File: src/rtl/btb_predictor.sv
// Direct-mapped branch target buffer with 2-bit saturating direction counters.
// Define BTB_STATS_EN to add saturating hit/mispredict statistics outputs.
module btb_predictor #(
  parameter int unsigned ADDR_W  = 16,
  parameter int unsigned ENTRIES = 8
) (
  input  logic              clk,
  input  logic              rst,
  input  logic [ADDR_W-1:0] cur_pc,
  output logic              pred_taken,
  output logic [ADDR_W-1:0] pred_pc,
  input  logic              upd_valid,
  input  logic [ADDR_W-1:0] upd_pc,
  input  logic              upd_taken,
  input  logic [ADDR_W-1:0] upd_target,
  input  logic              upd_pred_taken,
  input  logic [ADDR_W-1:0] upd_pred_pc,
  input  logic              flush,
  output logic              mispredict,
  output logic [ADDR_W-1:0] recover_pc
`ifdef BTB_STATS_EN
  ,
  output logic [15:0]       stat_hits,
  output logic [15:0]       stat_mispred
`endif
);

  localparam int unsigned IDX_W = $clog2(ENTRIES);
  localparam int unsigned TAG_W = ADDR_W - IDX_W;

  logic [ENTRIES-1:0]             valid_q;
  logic [ENTRIES-1:0][1:0]        ctr_q;
  logic [ENTRIES-1:0][TAG_W-1:0]  tag_q;
  logic [ENTRIES-1:0][ADDR_W-1:0] target_q;

  logic [IDX_W-1:0] lk_idx;
  logic [TAG_W-1:0] lk_tag;
  logic             lk_hit;
  logic [IDX_W-1:0] upd_idx;
  logic [TAG_W-1:0] upd_tag;
  logic             upd_hit;
  logic [1:0]       upd_ctr;
  logic [1:0]       ctr_nxt;
  logic             upd_en;

  // IF-stage lookup, purely combinational on the pre-update table
  assign lk_idx     = cur_pc[IDX_W-1:0];
  assign lk_tag     = cur_pc[ADDR_W-1:IDX_W];
  assign lk_hit     = valid_q[lk_idx] && (tag_q[lk_idx] == lk_tag);
  assign pred_taken = lk_hit && ctr_q[lk_idx][1];
  assign pred_pc    = pred_taken ? target_q[lk_idx] : cur_pc + ADDR_W'(1);

  // EXE-stage resolution check
  assign mispredict = upd_valid &&
                      ((upd_taken != upd_pred_taken) ||
                       (upd_taken && (upd_pred_pc != upd_target)));
  assign recover_pc = upd_taken ? upd_target : upd_pc + ADDR_W'(1);

  assign upd_idx = upd_pc[IDX_W-1:0];
  assign upd_tag = upd_pc[ADDR_W-1:IDX_W];
  assign upd_hit = valid_q[upd_idx] && (tag_q[upd_idx] == upd_tag);
  assign upd_ctr = ctr_q[upd_idx];
  assign upd_en  = upd_valid && !flush;

  // Saturating counter step for a hitting update
  always_comb begin
    ctr_nxt = upd_ctr;
    if (upd_taken) begin
      if (upd_ctr != 2'd3) ctr_nxt = upd_ctr + 2'd1;
    end else begin
      if (upd_ctr != 2'd0) ctr_nxt = upd_ctr - 2'd1;
    end
  end

  // Valid bits and direction counters carry reset state
  always_ff @(posedge clk or posedge rst) begin
    if (rst) begin
      valid_q <= '0;
      ctr_q   <= {ENTRIES{2'd1}};
    end else if (flush) begin
      valid_q <= '0;
    end else if (upd_valid) begin
      if (upd_hit) begin
        ctr_q[upd_idx] <= ctr_nxt;
      end else if (upd_taken) begin
        valid_q[upd_idx] <= 1'b1;
        ctr_q[upd_idx]   <= 2'd2;
      end
    end
  end

  // Tag and target are only meaningful behind a set valid bit, so no reset
  always_ff @(posedge clk) begin
    if (upd_en && upd_taken) begin
      target_q[upd_idx] <= upd_target;
      if (!upd_hit) tag_q[upd_idx] <= upd_tag;
    end
  end

`ifdef BTB_STATS_EN
  // Statistics survive flush; only reset clears them
  always_ff @(posedge clk or posedge rst) begin
    if (rst) begin
      stat_hits    <= 16'd0;
      stat_mispred <= 16'd0;
    end else begin
      if (upd_valid && upd_hit && (stat_hits != 16'hFFFF))
        stat_hits <= stat_hits + 16'd1;
      if (mispredict && (stat_mispred != 16'hFFFF))
        stat_mispred <= stat_mispred + 16'd1;
    end
  end
`endif

endmodule

File: config.mk
export PLATFORM = sky130hd
export DESIGN_NAME = btb_predictor
export DESIGN_NICKNAME = d
export VERILOG_FILES = /design/src/rtl/btb_predictor.sv
export SDC_FILE = /design/constraint.sdc
export NUM_CORES = 1
export LEC_CHECK = 0
export CAP_MARGIN = 20
export CORE_ASPECT_RATIO = 1.5
export CORE_MARGIN = 2
export CORE_UTILIZATION = 45
export CTS_CLUSTER_DIAMETER = 40
export DETAILED_ROUTE_END_ITERATION = 12
export PLACE_DENSITY_LB_ADDON = 0.05
export SYNTH_ARGS = -nofsm -noshare
export SYNTH_HDL_FRONTEND = slang
export SYNTH_SLANG_ARGS = --single-unit
File: constraint.sdc
create_clock -name clk -period 12.51 [get_ports clk]
set_clock_uncertainty 0.2 [all_clocks]
set_input_delay 2.502 -clock clk [delete_from_list [all_inputs] [get_ports clk]]
set_output_delay 2.502 -clock clk [all_outputs]
set_load 0.02 [all_outputs]
# [Word level (Yosys, flattened, before mapping)]
# Cells that the tools add are included.
[word_totals] ff_bits=256 latchBits=0 mem_bits_rw=0 mem_bits_ro=0 output_inout_bits=34 mem_count=0
[op_classes] n_addsub=4 mul=0 div_mod_pow=0 magnitude_cmp=3 n_eq_ne=6 shifts=0 mux=36 bitwise=6 n_reduce_logical=17
[op_table] cell="$bwmux 128" n=1
[op_table] cell="$bwmux 104" n=1
[op_table] cell="$mux 16" n=6
[op_table] cell="$bmux 13 s3" n=2
[op_table] cell="$bmux 16 s3" n=1
[op_table] cell="$demux 16 s3" n=1
[op_table] cell="$demux 13 s3" n=1
[op_table] cell="$mux 13" n=3
[op_table] cell="$add 16x1->16 const B" n=2
[op_table] cell="$mux 8" n=4
[op_table] cell="$eq 13x13->1" n=2
[op_table] cell="$bwmux 16" n=1
[op_table] cell="$ne 16x16->1" n=1
[op_table] cell="$or 8x8->8" n=2
[op_table] cell="$bmux 2 s3" n=2
[op_table] cell="$mux 2" n=6
[op_table] cell="$and 8x8->8" n=1
[op_table] cell="$logic_and 1x1->1" n=8
[op_table] cell="$lt 3x4->1 const B" n=2
[op_table] cell="$not 8->8" n=1
[op_table] cell="$reduce_bool 2->1" n=4
[op_table] cell="$bmux 1 s3" n=2
[op_table] cell="$demux 2 s3" n=1
[op_table] cell="$reduce_and 3->1" n=2
[op_table] cell="other kinds (11)" n=15

# [Depth between registers and ports, before layout]
# Gate-level depths: netlist (run 1).
[logic_depth] ltp_word=9 mapped_depth=13

# [Worst setup path before layout (run 1)]
# OpenSTA, ideal clock, no wires.
[synth_path] path_type="input port to output port" start="input port cur_pc[2]" end="output port pred_pc[10]" t_arrival_ns=5.118 path_slack_ns=4.690 path_stages=11 n_path_buf=5 cell_sequence="clkbuf_1 clkbuf_1 mux4_2 mux2i_1 xor2_1 nand4_1 or4b_1 buf_2 buf_4 buf_2 a21oi_1"
[synth_via] elab_chain_len=6 elab_cells_between_ends=13 cone_classes="1 x add/sub; 1 x eq/ne; 9 x mux; 2 x reduce/logical"
[synth_lines] element="start: declaration" line_no="9" source="input logic [ADDR_W-1:0] cur_pc,"
[synth_lines] element="$bmux 13 s3" line_no="49" source="assign lk_hit = valid_q[lk_idx] && (tag_q[lk_idx] == lk_tag);"
[synth_lines] element="$mux 13 (not written as such)" line_no="49"
[synth_lines] element="$eq 13x13->1" line_no="49"
[synth_lines] element="$logic_and 1x1->1" line_no="49"
[synth_lines] element="$logic_and 1x1->1" line_no="50" source="assign pred_taken = lk_hit && ctr_q[lk_idx][1];"
[synth_lines] element="$mux 16 *" line_no="51" source="assign pred_pc = pred_taken ? target_q[lk_idx] : cur_pc + ADDR_W'(1);"
[synth_lines] element="end: declaration" line_no="11" source="output logic [ADDR_W-1:0] pred_pc,"
# Every way passes the cells marked *; elsewhere a longest branch is shown, timed or not. The select of a mux whose other input is x is not followed.

# [Final worst setup path (run 1)]
[layout_path] start="input port cur_pc[1]" end="output port pred_pc[3]"
# Same word-level chain as after synthesis.

==> results.txt, run 1 <==
----------------------------------------------------
[Worst setup path]
  Largest delay contributor family on the critical path ... buffers and inverters
  Worst-path maximum fanout ... 48
  Class of the most critical setup path ... in2out
  Critical path depth in cells ... 11
  Cell at the slowest stage of the critical path ... sky130_fd_sc_hd__buf_4
  CP Data Required Time ... 9810 ps
  Buffers & Inverters on Critical Path ... 4
  Maximum single-stage delay on the critical path ... 650 ps
  Arrival time at the worst endpoint ... 6440 ps
  Worst Setup End Kind ... output pin
  Count of cells along the worst register-to-register path ... 8
  Cell with the most instances on the worst path ... sky130_fd_sc_hd__buf_4
  Cells along the critical path ... buf_2 -> buf_4 -> mux2_2 -> nor3b_1 -> or4_1 -> nand3_1 -> or4b_1 -> buf_4 -> mux2_4 -> o211a_1 -> clkdlybuf4s50_1
  Critical path startpoint category ... input port

[Drt]
  Wire length on met3 ... 1750 µm
  Wire per inst ... 25.97 µm
  Number of antenna-violating nets in the routed design ... 0
  Number of optimization iterations in the first detailed-route pass ... 5
  Via count normalized by instance count ... 5.930
  Number of DRC markers in iteration 0 ... 596
  Remaining DRCs ... 0
  DRT met1 WL ... 13,320 µm
  WL met2 ... 16,900 µm
  Number of vias in the routed layout ... 7,519
  Max layer used ... met4
  Routed wire length ... 32,930 µm

[Final layout]
  Relative area change from synthesis to final layout ... 18.41%
  Finished Core Util ... 0.5397
  Layout Nets ... 977
  Antenna diode count ... 0
  Fraction of final layout cells with drive strength greater than 1 ... 0.1890
  Count of filler cells inserted in the layout ... 2,231

[Place]
  Hpwl dp ... 22,560 µm
  Port Buffers ... 103
  Routability Congestion ... 0.8683

[Yosys]
  Synthesized area per cell ... 15.37 µm²
  Syn Inst Count ... 807
  Synthesized-area fraction occupied by adder cells ... 0.003630
  Most used flip-flop cell after synthesis ... sky130_fd_sc_hd__edfxtp_1
  Main combinational cell family by area after synthesis ... multiplexers
  Synth Area in Compound Gates ... 0.05194
  Simple-gate share of the synthesized area ... 0.07977
  Post-synth cell types ... 62
  Area of the mapped netlist ... 0.01241 mm²
  Sequential cell area fraction in the yosys report ... 0.6107
  Async SR Flop Fraction ... 0.09375
  Number of enable flip-flop cells after synthesis ... 232
  Synthesis Warnings ... 0
  Register bit count reported by yosys ... 256
  Mux share of post-synthesis cell area ... 0.1803
  Synthesized net count ... 879
  Post-synthesis xor/xnor area fraction ... 0.04518

[Clock tree]
  Number of buffers inserted to repair setup after CTS ... 0
  Number of buffers added by the clock tree synthesis step ... 29
  Number of clock sinks seen by CTS ... 256
  CTS Buffer Depth ... 3
  Post-CTS clock slew at the launch and capture registers of the worst setup and hold paths ... 50 ps
  CTS H-tree depth ... 1
  Post-CTS Hold Fix Bufs ... 0
  Clock tree from TritonCTS ... yes
  CTS-repair resized insts ... 0
  CTS root buf ... sky130_fd_sc_hd__clkbuf_16
  Clock latency on the worst-skew pair ... 550 ps

[Floorplanning]
  Row Count ... 74
  Initial core utilization ... 0.4558
  Horizontal die dimension ... 139.6 µm
  Num ports ... 104
  Vertical die dimension ... 207.4 µm
  Core Area ... 0.02722 mm²
  Die Area ... 0.02894 mm²

[STA]
  Max Fclk ... 109.4 MHz
  Actual slew at the worst max-slew pin ... 1075 ps
  Endpoints failing setup ... 0
  RSZ-0062 raised after global routing ... false
  Pins over their slew limit ... 0
  Final total negative setup slack ... 0 ps
  Worst rel slew slack ... 0.2822
  Hold Violations, Final ... 0
  Share of the clock period used by the worst path after layout ... 0.7308
  Post-route minimum period ... 9142 ps

[Min path]
  Number of instances on the worst hold path ... 2
  Min-delay worst type ... reg2reg

[Job]
  Total of max-cap violations ... 0

[Global routing]
  Maximum number of pins on one net before global-route repair ... 61
  Wire length of the first global-routing pass ... 49,620 µm
  Antenna violations before repair ... 0
  Global routing usage summed across all routing layers ... 0.2277
  Via count of the first global-routing pass ... 7,939
  Grt total ovfl ... 0

[Power]
  Worst IR drop on VDD ... 0.1090 mV
  PwrDens ... 136.7 mW/mm²
  Reported leakage power ... 4.879 nW

[Status]
  Status ... complete, no violations

----------------------------------------------------
registers in the layout, summed over array words and instances, names as in the netlist:
register / count
ctr_q: 16
tag_q: 104
target_q: 128
valid_q: 8
per-layer routing:
layer  vias up  track usage
li1       3357            -
met1      3826       0.2938
met2       277       0.3991
met3        59      0.03068
met4         0      0.07483
met5         -            0
Yosys cell counts, drive strengths merged, types with 5 or more instances:
cell type / number / area [µm²]
nand3: 33 / 165.2
nand2: 54 / 202.7
clkbuf: 24 / 90.09
mux4: 79 / 1790
dfstp: 8 / 210.2
mux2: 10 / 116.4
inv: 21 / 78.83
xor2: 35 / 306.5
o22ai: 13 / 81.33
o2bb2ai: 6 / 52.55
nor2b: 21 / 138.9
mux2i: 33 / 330.3
o31ai: 5 / 51.30
nand2b: 12 / 75.07
a21oi: 17 / 85.08
nor3: 6 / 30.03
and3: 9 / 56.30
o21ai: 21 / 105.1
buf: 29 / 180.2
xnor2: 29 / 254.0
nor2: 25 / 101.4
edfxtp: 232 / 6967
a2bb2oi: 6 / 52.55
dfrtp: 16 / 400.4
nand4: 10 / 62.56
a211oi: 13 / 97.59
power breakdown:
| part | switching (mW) | internal, mW | total [mW] | leakage (nW) |
|---|---|---|---|---|
| registers | 0.00532 | 0.947 | 0.953 | 2.36 |
| logic | 0.112 | 0.0896 | 0.201 | 2.04 |
| clock network | 0.343 | 0.511 | 0.854 | 0.475 |
logic make-up (layout without fill, tap and decap cells):
| kind of cell | after synthesis | count (layout) |
|---|---|---|
| xor+xnor | 64 | 64 |
| simple gates | 191 | 191 |
| compound gates | 95 | 95 |
| fa+ha+maj | 4 | 4 |
| mux | 122 | 122 |
| flops | 256 | 256 |
| buf+inv | 75 | 194 |
path summary, 6_finish.rpt:
check                           slack, ps          to  startpoint
worst max-delay path                 3370  pred_pc[3]   cur_pc[1]
worst min-delay path                  280   ctr_q[14]   ctr_q[14]
worst max register to register       8750    tag_q[3]   tag_q[67]
worst min register to register        280   ctr_q[14]   ctr_q[14]
max in group asynchronous            9300  valid_q[4]         rst
min in group asynchronous            2260  valid_q[3]         rst
tightest hold or removal path: stages (launching register included):
cell and delay, ps:
sky130_fd_sc_hd__dfstp_2 360, sky130_fd_sc_hd__inv_1 50, sky130_fd_sc_hd__o22ai_1 60
cell usage in the layout (no fill, tap or decap), types with 4 or more instances in the layout:
master	Yosys	routed
sky130_fd_sc_hd__a211oi_1	13	13
sky130_fd_sc_hd__a21oi_1	17	17
sky130_fd_sc_hd__a2bb2oi_1	6	6
sky130_fd_sc_hd__and3_1	9	9
sky130_fd_sc_hd__buf_2	17	5
sky130_fd_sc_hd__buf_4	5	17
sky130_fd_sc_hd__bufinv_16	0	4
sky130_fd_sc_hd__clkbuf_16	0	29
sky130_fd_sc_hd__clkdlybuf4s50_1	0	97
sky130_fd_sc_hd__clkinv_1	1	7
sky130_fd_sc_hd__dfrtp_1	16	16
sky130_fd_sc_hd__dfstp_2	8	8
sky130_fd_sc_hd__edfxtp_1	232	232
sky130_fd_sc_hd__inv_1	21	21
sky130_fd_sc_hd__mux2_2	9	9
sky130_fd_sc_hd__mux2i_1	33	33
sky130_fd_sc_hd__mux4_2	76	76
sky130_fd_sc_hd__nand2_1	54	54
sky130_fd_sc_hd__nand2b_1	12	12
sky130_fd_sc_hd__nand3_1	33	33
sky130_fd_sc_hd__nand4_1	10	10
sky130_fd_sc_hd__nor2_1	24	16
sky130_fd_sc_hd__nor2_2	0	8
sky130_fd_sc_hd__nor2b_1	20	20
sky130_fd_sc_hd__nor3_1	6	6
sky130_fd_sc_hd__o21ai_0	21	21
sky130_fd_sc_hd__o22ai_1	13	13
sky130_fd_sc_hd__o2bb2ai_1	6	6
sky130_fd_sc_hd__o31ai_1	4	4
sky130_fd_sc_hd__xnor2_1	29	29
sky130_fd_sc_hd__xor2_1	35	35
layout make-up:
class	instances	area, µm²	area share
multi-input cells	476	4497	0.3061
flip-flops and latches	256	7577	0.5158
well taps	342	427.9	0.02913
clock inverters	20	231.5	0.01576
clock buffers	32	737.0	0.05016
inverters	22	82.58	0.005621
repair buffers	120	1139	0.07750
through the flow:
step | area (µm²) | worst slack (ps) | instances | power, mW | hold slack (ps)
floorplan | 12410 | 4690 | 807 | 1.084 | 244.3
global route | 14690 | 3086 | 1268 | 2.080 | 309.0
global placement | 13710 | 3402 | 1215 | 1.171 | 279.0
detailed placement | 13710 | 3366 | 1215 | 1.174 | 280.1
CTS | 14680 | 3353 | 1267 | 2.029 | 287.9
finish | 14690 | 3368 | 1268 | 2.008 | 283.8
(Power assumes the default switching activity.)
==> run 2: changes to the inputs <==
==> constraint.sdc (replaced) <==
create_clock -name clk -period 9.3 [get_ports clk]
set_clock_uncertainty 0.2 [all_clocks]
set_input_delay 1.86 -clock clk [delete_from_list [all_inputs] [get_ports clk]]
set_output_delay 1.86 -clock clk [all_outputs]
set_load 0.02 [all_outputs]
==> results.txt, run 2 (synthesized netlist as in run 1, its figures left out) <==
----------------------------------------------------
[Final layout]
  Count of filler cells inserted in the layout ... 2,270 (+1.7%)
  Fraction of final layout cells with drive strength greater than 1 ... 0.1942 (+0.005190)
  Most common library cell in the layout ignoring fill and taps ... sky130_fd_sc_hd__edfxtp_1
  Number of flip-flops under the largest register name ... 128 (unchanged)
  Top flop regs ... target_q (128), tag_q (104), ctr_q (16)
  Antenna diode count ... 0 (unchanged)
  Fin cells ... 1,269 (+0.079%)
  Most used cells in the layout excluding fill and tap cells ... sky130_fd_sc_hd__edfxtp_1 (232), sky130_fd_sc_hd__clkdlybuf4s50_1 (97), sky130_fd_sc_hd__mux4_2 (76)
  Top reg by flops ... target_q
  Total non-filler cell area in the finished layout ... 0.01470 mm² (about the same)
  Layout Nets ... 976 (-0.10%)
  Relative area change from synthesis to final layout ... 18.52% (about the same)
  Finished Core Util ... 0.5402 (about the same)

[Worst setup path]
  Count of cells along the worst register-to-register path ... 8 (unchanged)
  Worst Setup End Kind ... output pin
  Arrival time at the worst endpoint ... 5570 ps (-870 ps)
  Class of the most critical setup path ... in2out
  Reg-to-reg startpoint ... tag_q[67]
  CP Data Required Time ... 7240 ps (-2570 ps)
  Capture point of the worst path ... pred_pc[3]
  Critical path startpoint category ... input port
  R2R Path End ... tag_q[14]
  Worst-path maximum fanout ... 31 (-35%)
  Worst-case register-to-register setup slack ... 5380 ps (-3370 ps)
  Critical path origin ... cur_pc[1]

[Min path]
  Number of instances on the worst hold path ... 2 (unchanged)
  Min-delay worst type ... reg2reg

[STA]
  RSZ-0062 raised after global routing ... false
  Pins over their slew limit ... 0 (unchanged)
  Max Fclk ... 131.1 MHz
  Hold Violations, Final ... 0 (unchanged)
  Share of the clock period used by the worst path after layout ... 0.8202
  Actual slew at the worst max-slew pin ... 1144 ps (+68.34 ps)
  Endpoints failing setup ... 0 (unchanged)
  Worst rel slew slack ... 0.2366 (-0.04561)
  Final total negative setup slack ... 0 ps (unchanged)
  Post-route minimum period ... 7628 ps

[Floorplanning]
  Row Count ... 74 (unchanged)
  Num ports ... 104 (unchanged)
  Die Area ... 0.02894 mm² (unchanged)
  Horizontal die dimension ... 139.6 µm (unchanged)
  Vertical die dimension ... 207.4 µm (unchanged)
  Initial core utilization ... 0.4558 (unchanged)
  Core Area ... 0.02722 mm² (unchanged)

[Clock tree]
  Number of buffers added by the clock tree synthesis step ... 29 (unchanged)
  Number of buffers inserted to repair setup after CTS ... 0 (unchanged)
  Clock tree from TritonCTS ... yes
  CTS H-tree depth ... 1 (unchanged)
  Number of clock sinks seen by CTS ... 256 (unchanged)
  Clock latency on the worst-skew pair ... 560 ps (about the same)
  CTS Buffer Depth ... 3 (unchanged)
  Post-CTS Hold Fix Bufs ... 0 (unchanged)
  CTS root buf ... sky130_fd_sc_hd__clkbuf_16
  Post-CTS clock slew at the launch and capture registers of the worst setup and hold paths ... 60 ps (about the same)
  CTS-repair resized insts ... 0 (unchanged)

[Place]
  Routability Congestion ... 0.8544 (-1.6%)
  Post-detailed-placement cell area ... 0.01370 mm² (about the same)
  Number of placed cells counting well taps ... 1,214 (-0.082%)
  Port Buffers ... 103 (unchanged)
  Hpwl dp ... 22,200 µm (-1.6%)

[Power]
  PwrDens ... 184.2 mW/mm² (+35%)
  Worst IR drop on VDD ... 0.1709 mV (+57%)
  Reported leakage power ... 4.874 nW (about the same)
  Total power ... 2.708 mW (+35%)

[Global routing]
  Global routing usage summed across all routing layers ... 0.2276 (about the same)
  Antenna violations before repair ... 1 (+1)
  Grt total ovfl ... 0 (unchanged)
  Via count of the first global-routing pass ... 7,883 (-0.71%)
  Maximum number of pins on one net before global-route repair ... 39 (-36%)
  Wire length of the first global-routing pass ... 49,530 µm (-0.18%)

[Drt]
  Wire per inst ... 25.94 µm (-0.11%)
  Number of DRC markers in iteration 0 ... 592 (-0.67%)
  Number of optimization iterations in the first detailed-route pass ... 5 (unchanged)
  Remaining DRCs ... 0 (unchanged)
  Via count normalized by instance count ... 5.921 (-0.15%)
  Routed wire length ... 32,920 µm (about the same)
  Number of vias in the routed layout ... 7,514 (-0.066%)
  Number of antenna-violating nets in the routed design ... 0 (unchanged)

[Job]
  Total of max-cap violations ... 0 (unchanged)

[Status]
  Status ... complete, no violations

----------------------------------------------------
[run 2: cell count changes in the layout (fill, tap and decap cells not counted)]
cell and change:
sky130_fd_sc_hd__clkbuf_1 +1, sky130_fd_sc_hd__clkinv_1 -5, sky130_fd_sc_hd__buf_4 -1, sky130_fd_sc_hd__clkinv_4 +2, sky130_fd_sc_hd__clkinvlp_4 +3, sky130_fd_sc_hd__inv_6 -1
sky130_fd_sc_hd__buf_8 -1, sky130_fd_sc_hd__buf_6 +1, sky130_fd_sc_hd__clkinv_2 +1, sky130_fd_sc_hd__clkinv_8 +2, sky130_fd_sc_hd__bufinv_16 -1
[run 2: metrics by stage]
stage / hold WS [ps] / setup WS (ps)
3_5_place_dp: 266.6 / 1637
2_1_floorplan: 244.3 / 2764
5_1_grt: 300.9 / 1474
4_1_cts: 283.0 / 1619
6_report: 281.9 / 1672
3_3_place_gp: 268.6 / 1595
[run 2: power by group]
group | internal (mW) | leakage (nW) | switching (mW)
Sequential | 1.27 | 2.36 | 0.00733
Combinational | 0.120 | 2.04 | 0.150
Clock | 0.672 | 0.476 | 0.485
[run 2: worst min-delay path by stage]
| stage | start | end |
|---|---|---|
| 3_5_place_dp | ctr_q[14] | ctr_q[14] |
| 6_report | ctr_q[14] | ctr_q[14] |
| 5_1_grt | ctr_q[4] | ctr_q[4] |
| 4_1_cts | ctr_q[14] | ctr_q[14] |
| 3_3_place_gp | ctr_q[14] | ctr_q[14] |
| 2_1_floorplan | ctr_q[14] | ctr_q[14] |
[run 2: per-layer routing]
metal	up-vias	part of all wire	global-route usage	wire length, µm
li1	3363	-	-	-
met1	3848	0.40	0.2889	13230
met2	242	0.52	0.4047	17240
met3	59	0.048	0.03137	1565
met4	2	0.026	0.07207	870
met5	-	0.00039	0	13
[run 2: area by class of cell]
type	count	area, µm²	share of cell area
sequential	256	7577	0.5153
multi-input combinational	476	4497	0.3058
clock buffer	33	740.7	0.05037
clock inverter	21	251.5	0.01710
timing repair buffer	119	1127	0.07667
inverter	22	82.58	0.005616
tap	342	427.9	0.02910
[run 2: critical path, stage by stage]
cell	delay, ps
sky130_fd_sc_hd__buf_2	670
sky130_fd_sc_hd__mux4_2	600
sky130_fd_sc_hd__nor2b_4	150
sky130_fd_sc_hd__nor2_4	140
sky130_fd_sc_hd__xor2_1	150
sky130_fd_sc_hd__nand4_1	120
sky130_fd_sc_hd__or4b_1	500
sky130_fd_sc_hd__buf_4	270
sky130_fd_sc_hd__mux2_4	340
sky130_fd_sc_hd__o211a_1	200
sky130_fd_sc_hd__clkdlybuf4s50_1	530
